File: config.mk
export PLATFORM = sky130hd
export DESIGN_NAME = i2s_slave_rx_flat
export DESIGN_NICKNAME = d
export VERILOG_FILES = /design/src/rtl/i2s_slave_rx_if.sv /design/src/rtl/i2s_slave_rx.sv /design/src/flat_wrapper.sv
export SDC_FILE = /design/constraint.sdc
export NUM_CORES = 1
export LEC_CHECK = 0
export ABC_AREA = 1
export BUFFER_PORTS_ARGS = -buffer_cell sky130_fd_sc_hd__buf_2
export CORE_AREA = 2 2 92 94
export DETAILED_ROUTE_END_ITERATION = 8
export DIE_AREA = 0 0 94 96
export GPL_ROUTABILITY_DRIVEN = 0
export PLACE_DENSITY = 0.67
export SLEW_MARGIN = 25
export SYNTH_ARGS = -nofsm -noshare
export SYNTH_HDL_FRONTEND = slang
export SYNTH_SLANG_ARGS = --single-unit
File: constraint.sdc
create_clock -name clk_i -period 1.52 [get_ports clk_i]
set_input_delay 0.076 -clock clk_i [delete_from_list [all_inputs] [get_ports clk_i]]
set_output_delay 0.076 -clock clk_i [all_outputs]
set_load 0.01 [all_outputs]
File: src/rtl/i2s_slave_rx_if.sv
// Word-delivery bus of the I2S slave receiver: received sample, channel tag,
// valid/ready handshake and the two error pulses.
interface i2s_slave_rx_if #(
    parameter int DAT_WIDTH = 32
);
    logic [DAT_WIDTH-1:0] dat_o;
    logic                 chn_o;
    logic                 valid_o;
    logic                 ready_i;
    logic                 ovf_o;
    logic                 frm_err_o;

    modport master (
        output dat_o,
        output chn_o,
        output valid_o,
        output ovf_o,
        output frm_err_o,
        input  ready_i
    );

    modport slave (
        input  dat_o,
        input  chn_o,
        input  valid_o,
        input  ovf_o,
        input  frm_err_o,
        output ready_i
    );
endinterface

File: src/rtl/i2s_slave_rx.sv
// I2S slave-mode receiver: synchronises external SCK/WS/SD, deserialises
// Philips-format MSB-first words and offers them on a valid/ready holding register.
module i2s_slave_rx #(
    parameter int SYNC_STAGES = 2,
    parameter int DAT_WIDTH   = 32
) (
    input  logic           clk_i,
    input  logic           rst_i,
    input  logic           en_i,
    input  logic           pol_i,
    input  logic [1:0]     chm_i,
    input  logic [1:0]     chl_i,
    input  logic           sck_i,
    input  logic           ws_i,
    input  logic           sd_i,
    i2s_slave_rx_if.master bus
);
    localparam int CW = $clog2(DAT_WIDTH + 1);

    localparam logic [1:0] CHM_STEREO = 2'd0;
    localparam logic [1:0] CHM_LEFT   = 2'd1;
    localparam logic [1:0] CHM_RIGHT  = 2'd2;

    typedef enum logic [2:0] {
        IDLE,
        SYNC,
        SHIFT,
        DONE,
        WAIT
    } state_t;

    // Stage SYNC_STAGES is the extra edge-detect flop; all three pins share the chain.
    genvar gi;
    for (gi = 0; gi <= SYNC_STAGES; gi++) begin : g_sync
        logic [2:0] stage_q;
        if (gi == 0) begin : g_first
            always_ff @(posedge clk_i) begin
                if (rst_i) stage_q <= '0;
                else       stage_q <= {sck_i, ws_i, sd_i};
            end
        end else begin : g_next
            always_ff @(posedge clk_i) begin
                if (rst_i) stage_q <= '0;
                else       stage_q <= g_sync[gi-1].stage_q;
            end
        end
    end

    logic sck_new;
    logic sck_old;
    logic ws_s;
    logic sd_s;
    logic strobe;

    assign sck_new = g_sync[SYNC_STAGES-1].stage_q[2];
    assign sck_old = g_sync[SYNC_STAGES].stage_q[2];
    assign ws_s    = g_sync[SYNC_STAGES].stage_q[1];
    assign sd_s    = g_sync[SYNC_STAGES].stage_q[0];
    assign strobe  = pol_i ? (sck_old & ~sck_new) : (sck_new & ~sck_old);

    function automatic logic [CW-1:0] word_len(input logic [1:0] chl);
        int n;
        n = (int'(chl) + 1) * 8;
        if (n > DAT_WIDTH) n = DAT_WIDTH;
        return CW'(n);
    endfunction

    state_t               state_q, state_d;
    logic                 ws_last_q, ws_last_d;
    logic                 ws_seen_q, ws_seen_d;
    logic [DAT_WIDTH-1:0] shift_q, shift_d;
    logic [CW-1:0]        cnt_q, cnt_d;
    logic                 chn_q, chn_d;
    logic [1:0]           chm_q, chm_d;
    logic [DAT_WIDTH-1:0] dat_q, dat_d;
    logic                 chn_out_q, chn_out_d;
    logic                 valid_q, valid_d;
    logic                 ovf_q, ovf_d;
    logic                 frm_q, frm_d;

    logic ws_chg;
    logic accept;
    logic start_word;

    // ws_seen_q blocks a bogus "change" against a stale ws after reset or re-enable.
    assign ws_chg = strobe & ws_seen_q & (ws_s != ws_last_q);
    assign accept = (chm_q == CHM_STEREO) ||
                    ((chm_q == CHM_LEFT)  && !chn_q) ||
                    ((chm_q == CHM_RIGHT) &&  chn_q);

    always_comb begin
        state_d    = state_q;
        ws_last_d  = strobe ? ws_s : ws_last_q;
        ws_seen_d  = (state_q == IDLE) ? 1'b0 : (ws_seen_q | strobe);
        shift_d    = shift_q;
        cnt_d      = cnt_q;
        chn_d      = chn_q;
        chm_d      = chm_q;
        dat_d      = dat_q;
        chn_out_d  = chn_out_q;
        valid_d    = valid_q & ~bus.ready_i;
        ovf_d      = 1'b0;
        frm_d      = 1'b0;
        start_word = 1'b0;

        case (state_q)
            IDLE: begin
                if (en_i) state_d = SYNC;
            end
            SYNC: begin
                if (ws_chg) start_word = 1'b1;
            end
            SHIFT: begin
                // The edge revealing the ws change carries the previous slot's
                // last bit, so shifting begins on the following edge.
                if (cnt_q == '0) begin
                    state_d = DONE;
                end else if (ws_chg) begin
                    frm_d      = 1'b1;
                    start_word = 1'b1;
                end else if (strobe) begin
                    shift_d = {shift_q[DAT_WIDTH-2:0], sd_s};
                    cnt_d   = cnt_q - CW'(1);
                end
            end
            DONE: begin
                state_d = WAIT;
                if (accept) begin
                    if (!valid_q || bus.ready_i) begin
                        dat_d     = shift_q;
                        chn_out_d = chn_q;
                        valid_d   = 1'b1;
                    end else begin
                        ovf_d = 1'b1;
                    end
                end
            end
            WAIT: begin
                if (ws_chg) start_word = 1'b1;
            end
            default: state_d = IDLE;
        endcase

        if (start_word) begin
            chm_d   = chm_i;
            chn_d   = ws_s;
            shift_d = '0;
            cnt_d   = word_len(chl_i);
            state_d = SHIFT;
        end

        if (!en_i) begin
            state_d = IDLE;
            valid_d = 1'b0;
            ovf_d   = 1'b0;
            frm_d   = 1'b0;
        end
    end

    always_ff @(posedge clk_i) begin
        if (rst_i) begin
            state_q   <= IDLE;
            ws_last_q <= 1'b0;
            ws_seen_q <= 1'b0;
            shift_q   <= '0;
            cnt_q     <= '0;
            chn_q     <= 1'b0;
            chm_q     <= 2'd0;
            dat_q     <= '0;
            chn_out_q <= 1'b0;
            valid_q   <= 1'b0;
            ovf_q     <= 1'b0;
            frm_q     <= 1'b0;
        end else begin
            state_q   <= state_d;
            ws_last_q <= ws_last_d;
            ws_seen_q <= ws_seen_d;
            shift_q   <= shift_d;
            cnt_q     <= cnt_d;
            chn_q     <= chn_d;
            chm_q     <= chm_d;
            dat_q     <= dat_d;
            chn_out_q <= chn_out_d;
            valid_q   <= valid_d;
            ovf_q     <= ovf_d;
            frm_q     <= frm_d;
        end
    end

    assign bus.dat_o     = dat_q;
    assign bus.chn_o     = chn_out_q;
    assign bus.valid_o   = valid_q;
    assign bus.ovf_o     = ovf_q;
    assign bus.frm_err_o = frm_q;
endmodule

File: src/flat_wrapper.sv
// flat-port wrapper written by rule: the top's interface ports become plain ports
module i2s_slave_rx_flat 
#(
    parameter int SYNC_STAGES = 2,
    parameter int DAT_WIDTH   = 32
)
  (clk_i, rst_i, en_i, pol_i, chm_i, chl_i, sck_i, ws_i, sd_i, bus_dat_o, bus_chn_o, bus_valid_o, bus_ovf_o, bus_frm_err_o, bus_ready_i);
  i2s_slave_rx_if #(.DAT_WIDTH(DAT_WIDTH)) bus_i ();
  input  logic clk_i;
  input  logic rst_i;
  input  logic en_i;
  input  logic pol_i;
  input  logic [1:0] chm_i;
  input  logic [1:0] chl_i;
  input  logic sck_i;
  input  logic ws_i;
  input  logic sd_i;
  output wire logic [$bits(bus_i.dat_o)-1:0] bus_dat_o;
  output wire logic [$bits(bus_i.chn_o)-1:0] bus_chn_o;
  output wire logic [$bits(bus_i.valid_o)-1:0] bus_valid_o;
  output wire logic [$bits(bus_i.ovf_o)-1:0] bus_ovf_o;
  output wire logic [$bits(bus_i.frm_err_o)-1:0] bus_frm_err_o;
  input wire logic [$bits(bus_i.ready_i)-1:0] bus_ready_i;
  assign bus_dat_o = bus_i.dat_o;
  assign bus_chn_o = bus_i.chn_o;
  assign bus_valid_o = bus_i.valid_o;
  assign bus_ovf_o = bus_i.ovf_o;
  assign bus_frm_err_o = bus_i.frm_err_o;
  assign bus_i.ready_i = bus_ready_i;
  i2s_slave_rx #(.SYNC_STAGES(SYNC_STAGES), .DAT_WIDTH(DAT_WIDTH)) u_core (.clk_i(clk_i), .rst_i(rst_i), .en_i(en_i), .pol_i(pol_i), .chm_i(chm_i), .chl_i(chl_i), .sck_i(sck_i), .ws_i(ws_i), .sd_i(sd_i), .bus(bus_i));
endmodule
## Word level (Yosys, flattened, before mapping)

Cells that the tools add are included.

- Register bits: 91

- Bitwise logic cells: 16
- Add/subtract/negate cells: 2
- Reduce and logical (&&, ||, !) cells: 24
- Order comparisons: 1
- Mux-type cells: 17
- Eq/ne operators: 12

Operators with widths:

| cell | count |
|---|---|
| $mux 6 | 6 |
| $gt 32x7->1 const B | 1 |
| $pmux 3 s4 | 1 |
| $not 1->1 | 10 |
| $reduce_and 4->1 | 2 |
| $reduce_or 2->1 | 4 |
| $mux 1 | 7 |
| $eq 3x2->1 const B | 2 |
| $logic_not 6->1 | 1 |
| $ne 2x1->1 const B | 3 |
| $reduce_or 3->1 | 2 |
| $sub 6x1->6 const B | 1 |
| $and 1x1->1 | 5 |
| $reduce_and 2->1 | 2 |
| $reduce_bool 2->1 | 2 |
| $reduce_or 4->1 | 1 |
| $add 2x1->3 const B | 1 |
| $eq 3x1->1 const B | 1 |
| $eq 3x3->1 const B | 1 |
| $logic_not 3->1 | 1 |
| $logic_or 1x1->1 | 3 |
| $mux 3 | 1 |
| $ne 3x1->1 const B | 1 |
| $reduce_and 3->1 | 1 |
| 10 further kinds | 12 |

## Logic depth before layout (Yosys ltp)

- Word-level depth: 10
- Gate-level depth with buffers: 11

## Worst setup path before layout

Ideal clock, no wire load.

- Kind: register to register
- Start point: reg u_core.cnt_q[0]
- End point: reg u_core.shift_q[10]
- Data required time: 1405 ps
- Clock period less this slack: 1391 ps
- Cell stages (with the launch flop): 11
- Path buffers: 2
- Arrival: 1276 ps
- Setup slack: 129 ps
- Path through: dfxtp_1 inv_1 ha_1 nand3_2 nand2_2 inv_2 nand2_4 buf_12 buf_12 nand2_2 a21oi_2

- Cells in the longest elaborated chain, start to end: 4

Ends and longest elaborated chain:

| item | RTL line | RTL |
|---|---|---|
| start, declared | i2s_slave_rx.sv:72 | `logic [CW-1:0] cnt_q, cnt_d;` |
| start signal, assigned | i2s_slave_rx.sv:179 | `cnt_q <= cnt_d;` |
| $logic_not 6->1 (*) | i2s_slave_rx.sv:116 | `if (cnt_q == '0) begin` |
| $mux 1 | i2s_slave_rx.sv:116 |  |
| $pmux 1 s2 | i2s_slave_rx.sv:106 | `case (state_q)` |
| $reduce_or 2->1 (no line) | - |  |
| end signal, assigned | i2s_slave_rx.sv:178 | `shift_q <= shift_d;` |
| end, declared | i2s_slave_rx.sv:71 | `logic [DAT_WIDTH-1:0] shift_q, shift_d;` |

Mark *: on every way between the ends. The rest lies on a longest branch, timed or not.
A chain may end at the register's enable or synchronous reset.

## Worst setup path in the final report

- Start point: reg u_core.cnt_q[1]
- End point: reg u_core.cnt_q[1]

- Cells in the longest elaborated chain, start to end: 6

Ends and longest elaborated chain:

| item | RTL line | RTL |
|---|---|---|
| $sub 6x1->6 | i2s_slave_rx.sv:123 | `cnt_d = cnt_q - CW'(1);` |
| $mux 6 | i2s_slave_rx.sv:121 | `end else if (strobe) begin` |
| $mux 6 | i2s_slave_rx.sv:118 | `end else if (ws_chg) begin` |
| $mux 6 | i2s_slave_rx.sv:116 |  |
| $mux 6 | i2s_slave_rx.sv:106 |  |
| $mux 6 | i2s_slave_rx.sv:144 | `if (start_word) begin` |

Several ways; a longest one is shown, not always the timed one. The select of a mux whose other input is x is not followed.

==> impl_metrics.toml <==
[run_status]
outcome = "completed"

[place]
place_hpwl_mm = 4.56
dpl-instance-area_um2 = 3940
port_buffers = 47

[sta]
fmax_ghz = 0.684
drv_slew = 0
worstMarginPinSlew_ns = 0.302
fin_crit_sh_pct = 96.2
setup_violations = 0
finalClockSkew_ns = 0.00888
hold_viol = 0
fin_hold_ws_ns = 0.0579
finalSetupTns_ns = 0
max_slew_margin_pct = 79.9
final.min_clock_period_ns = 1.46

[drt]
drt-initial-drc-count = 137
finalWirelength_mm = 7.10
via_count = 2958
ant_nets = 0
wl_per_cell_um = 11.5
first_pass_iters = 4
drc_errors = 0
viasPerCell = 4.78

[clocking]
clk_pin_slew_worst_paths_ns = 0.09
cts_tree = "built"
numCtsBuffers = 9
clock_path_buffers = 2
numClockSinks = 91
clk_latency_ns = 0.36
clockRootBuffer = "clkbuf_8"
cts.htree.levels = 3

[die]
initial_core_util_pct = 44.0
ios = 48
fp.dieW_um = 94
dieArea_um2 = 9020
die_height_um = 96
rows = 33
fp.coreArea_um2 = 8050

[global_route]
antenna_found_initial = 0
grt.overflow.total = 0
grt_max_degree = 36
grt_first_pass_wirelength_mm = 11.2
track_usage_pct = 15.8
grt_pass1_vias = 2529

[cells_and_area]
stdcell_area_um2 = 4350
final_core_util_pct = 54.1
layout_common_cells = "nor2_1, dfxtp_1, nand2_1"
n_fill_cell = 767
final_net_count = 523
n_antenna_cell = 0
drive_above_1_share_pct = 25.3
synthToLayoutAreaGrowth_pct = 23.0
layout_commonest_cell = "nor2_1"

[critical_path]
end_kind = "register"
path_max_fanout = 12
r2r-start = "u_core.cnt_q[1]$_SDFFE_PP0P_"
rrSetupSlack_ns = 0.06
path_class = "register to register"
endpoint = "u_core.cnt_q[1]$_SDFFE_PP0P_"
required_ns = 1.77
startpoint = "u_core.cnt_q[1]$_SDFFE_PP0P_"
startpoint_type = "register"
r2r_end = "u_core.cnt_q[1]$_SDFFE_PP0P_"
cp.arrival_ns = 1.71
r2r_cells = 11

[synth]
syn_avg_cell_area_um2 = 7.95
ys_seq_elements = 91
ys_seq_area_share_pct = 51.5
ys_warn_count = 0
syn_area_um2 = 3540
synth_cells = 445
syn-num-nets = 459
ys_types = 31

[power_and_ir_drop]
p_leak_nw = 1.76
switching_power_mw = 0.970
internal_power_mw = 3.11
clockPowerShare_pct = 37.5
seqPwrFrac_pct = 58.9
comb_power_share_pct = 3.6
powerDensity_nw_per_um2 = 936
vdd_drop_max_mv = 0.590
swShare_pct = 23.8

[min_path]
holdCritPathClass = "primary input to register"

[job]
maxCapViolations = 0
-- power by group through the flow --
stage	Combinational, mW	Sequential (mW)	Clock (mW)
2_1_floorplan	0.0832	2.46	0
3_3_place_gp	0.124	2.46	0
3_5_place_dp	0.127	2.46	0
4_1_cts	0.139	2.40	1.58
5_1_grt	0.162	2.40	1.67
6_report	0.145	2.40	1.53
-- synth_stat cells (all sizes together) --
cell	number	area share, %
a211oi	1	0.21
a21oi	39	6.6
a221oi	1	0.25
buf	14	4.3
clkbuf	8	0.85
dfxtp	91	51
ha	2	0.71
inv	33	3.6
nand2	96	12
nand3	12	1.8
nand3b	1	0.21
nand4	2	0.35
nor2	96	11
nor3	4	0.57
nor4	1	0.18
o21ai	41	5.8
xnor2	1	0.25
xor2	2	0.49
-- registers in the layout, summed over array words and instances, names as in the netlist --
signal and flops:
u_core.bus.dat_o 32, u_core.shift_q 32, u_core.g_sync.stage_q 9, u_core.cnt_q 6, u_core.state_q 3, u_core.chm_q 2, u_core.bus.chn_o 1, u_core.bus.frm_err_o 1
u_core.bus.ovf_o 1, u_core.bus.valid_o 1, u_core.chn_q 1, u_core.ws_last_q 1, u_core.ws_seen_q 1
-- metal layers --
metal,routed length [um],vias to the layer above,part of all wire [%],global-route usage [%]
li1,-,1537,-,-
met3,222,6,3.1,3.21
met5,0,-,0,0
met4,92,0,1.3,7.61
met1,3380,1362,48,20.1
met2,3410,53,48,25.5
-- critical path, cell delays in order (launching register included) --
cell and delay [ns]:
dfxtp_2 0.34, inv_1 0.07, ha_4 0.17, nand3_4 0.09, nand2_4 0.08, inv_4 0.09, nand2_8 0.09, inv_6 0.10
buf_12 0.13, nand2_1 0.06, o21ai_0 0.07, nor2_1 0.06
-- per-stage QoR --
stage	setup slack, ns	total power, mW	instances
2_1_floorplan	0.129	2.54	445
3_3_place_gp	0.0733	2.58	591
3_5_place_dp	0.0263	2.59	591
4_1_cts	0.0115	4.13	613
5_1_grt	-0.0193	4.24	619
6_report	0.0579	4.08	619
-- kinds of logic after synthesis --
kind of cell               share of synthesized area [%]
and+or+nand+nor                                     25.5
xor gates and xnor gates                           0.742
adders and majority gates                          0.707
DFF                                                 51.5
AOI/OAI and AO/OA                                   12.8
buffers and inverters                               8.77
-- how the worst min path moves through the flow --
| stage | start | to | depth (start not counted) |
|---|---|---|---|
| floorplan | rst_i | u_core.cnt_q[2]$_SDFFE_PP0P_ | 1 |
| global placement | ws_i | u_core.g_sync[0].stage_q[1]$_SDFF_PP0_ | 3 |
| detailed placement | sd_i | u_core.g_sync[0].stage_q[0]$_SDFF_PP0_ | 3 |
| CTS | rst_i | u_core.g_sync[2].stage_q[2]$_SDFF_PP0_ | 2 |
| global route | rst_i | u_core.g_sync[2].stage_q[2]$_SDFF_PP0_ | 2 |
| finish | rst_i | u_core.g_sync[1].stage_q[1]$_SDFF_PP0_ | 2 |
-- repair_timing --
item                                   4_1_cts  5_1_grt
setup endpoints to repair                    0       53
hold buffers                                 6        0
endpoints found under the hold margin        7        0
setup buffers                                0        4
gates resized for setup                      0       20
-- layout make-up --
type                       count  area (um2)  area share (%)
multi-input combinational    299        1480            34.0
clock inverter                 6        50.0            1.15
clock buffer                  10         138            3.16
tap                          105         131            3.02
timing repair buffer          75         596            13.7
inverter                      33         131            3.02
sequential                    91        1830            42.0
Power figures use the tool's default switching activity.
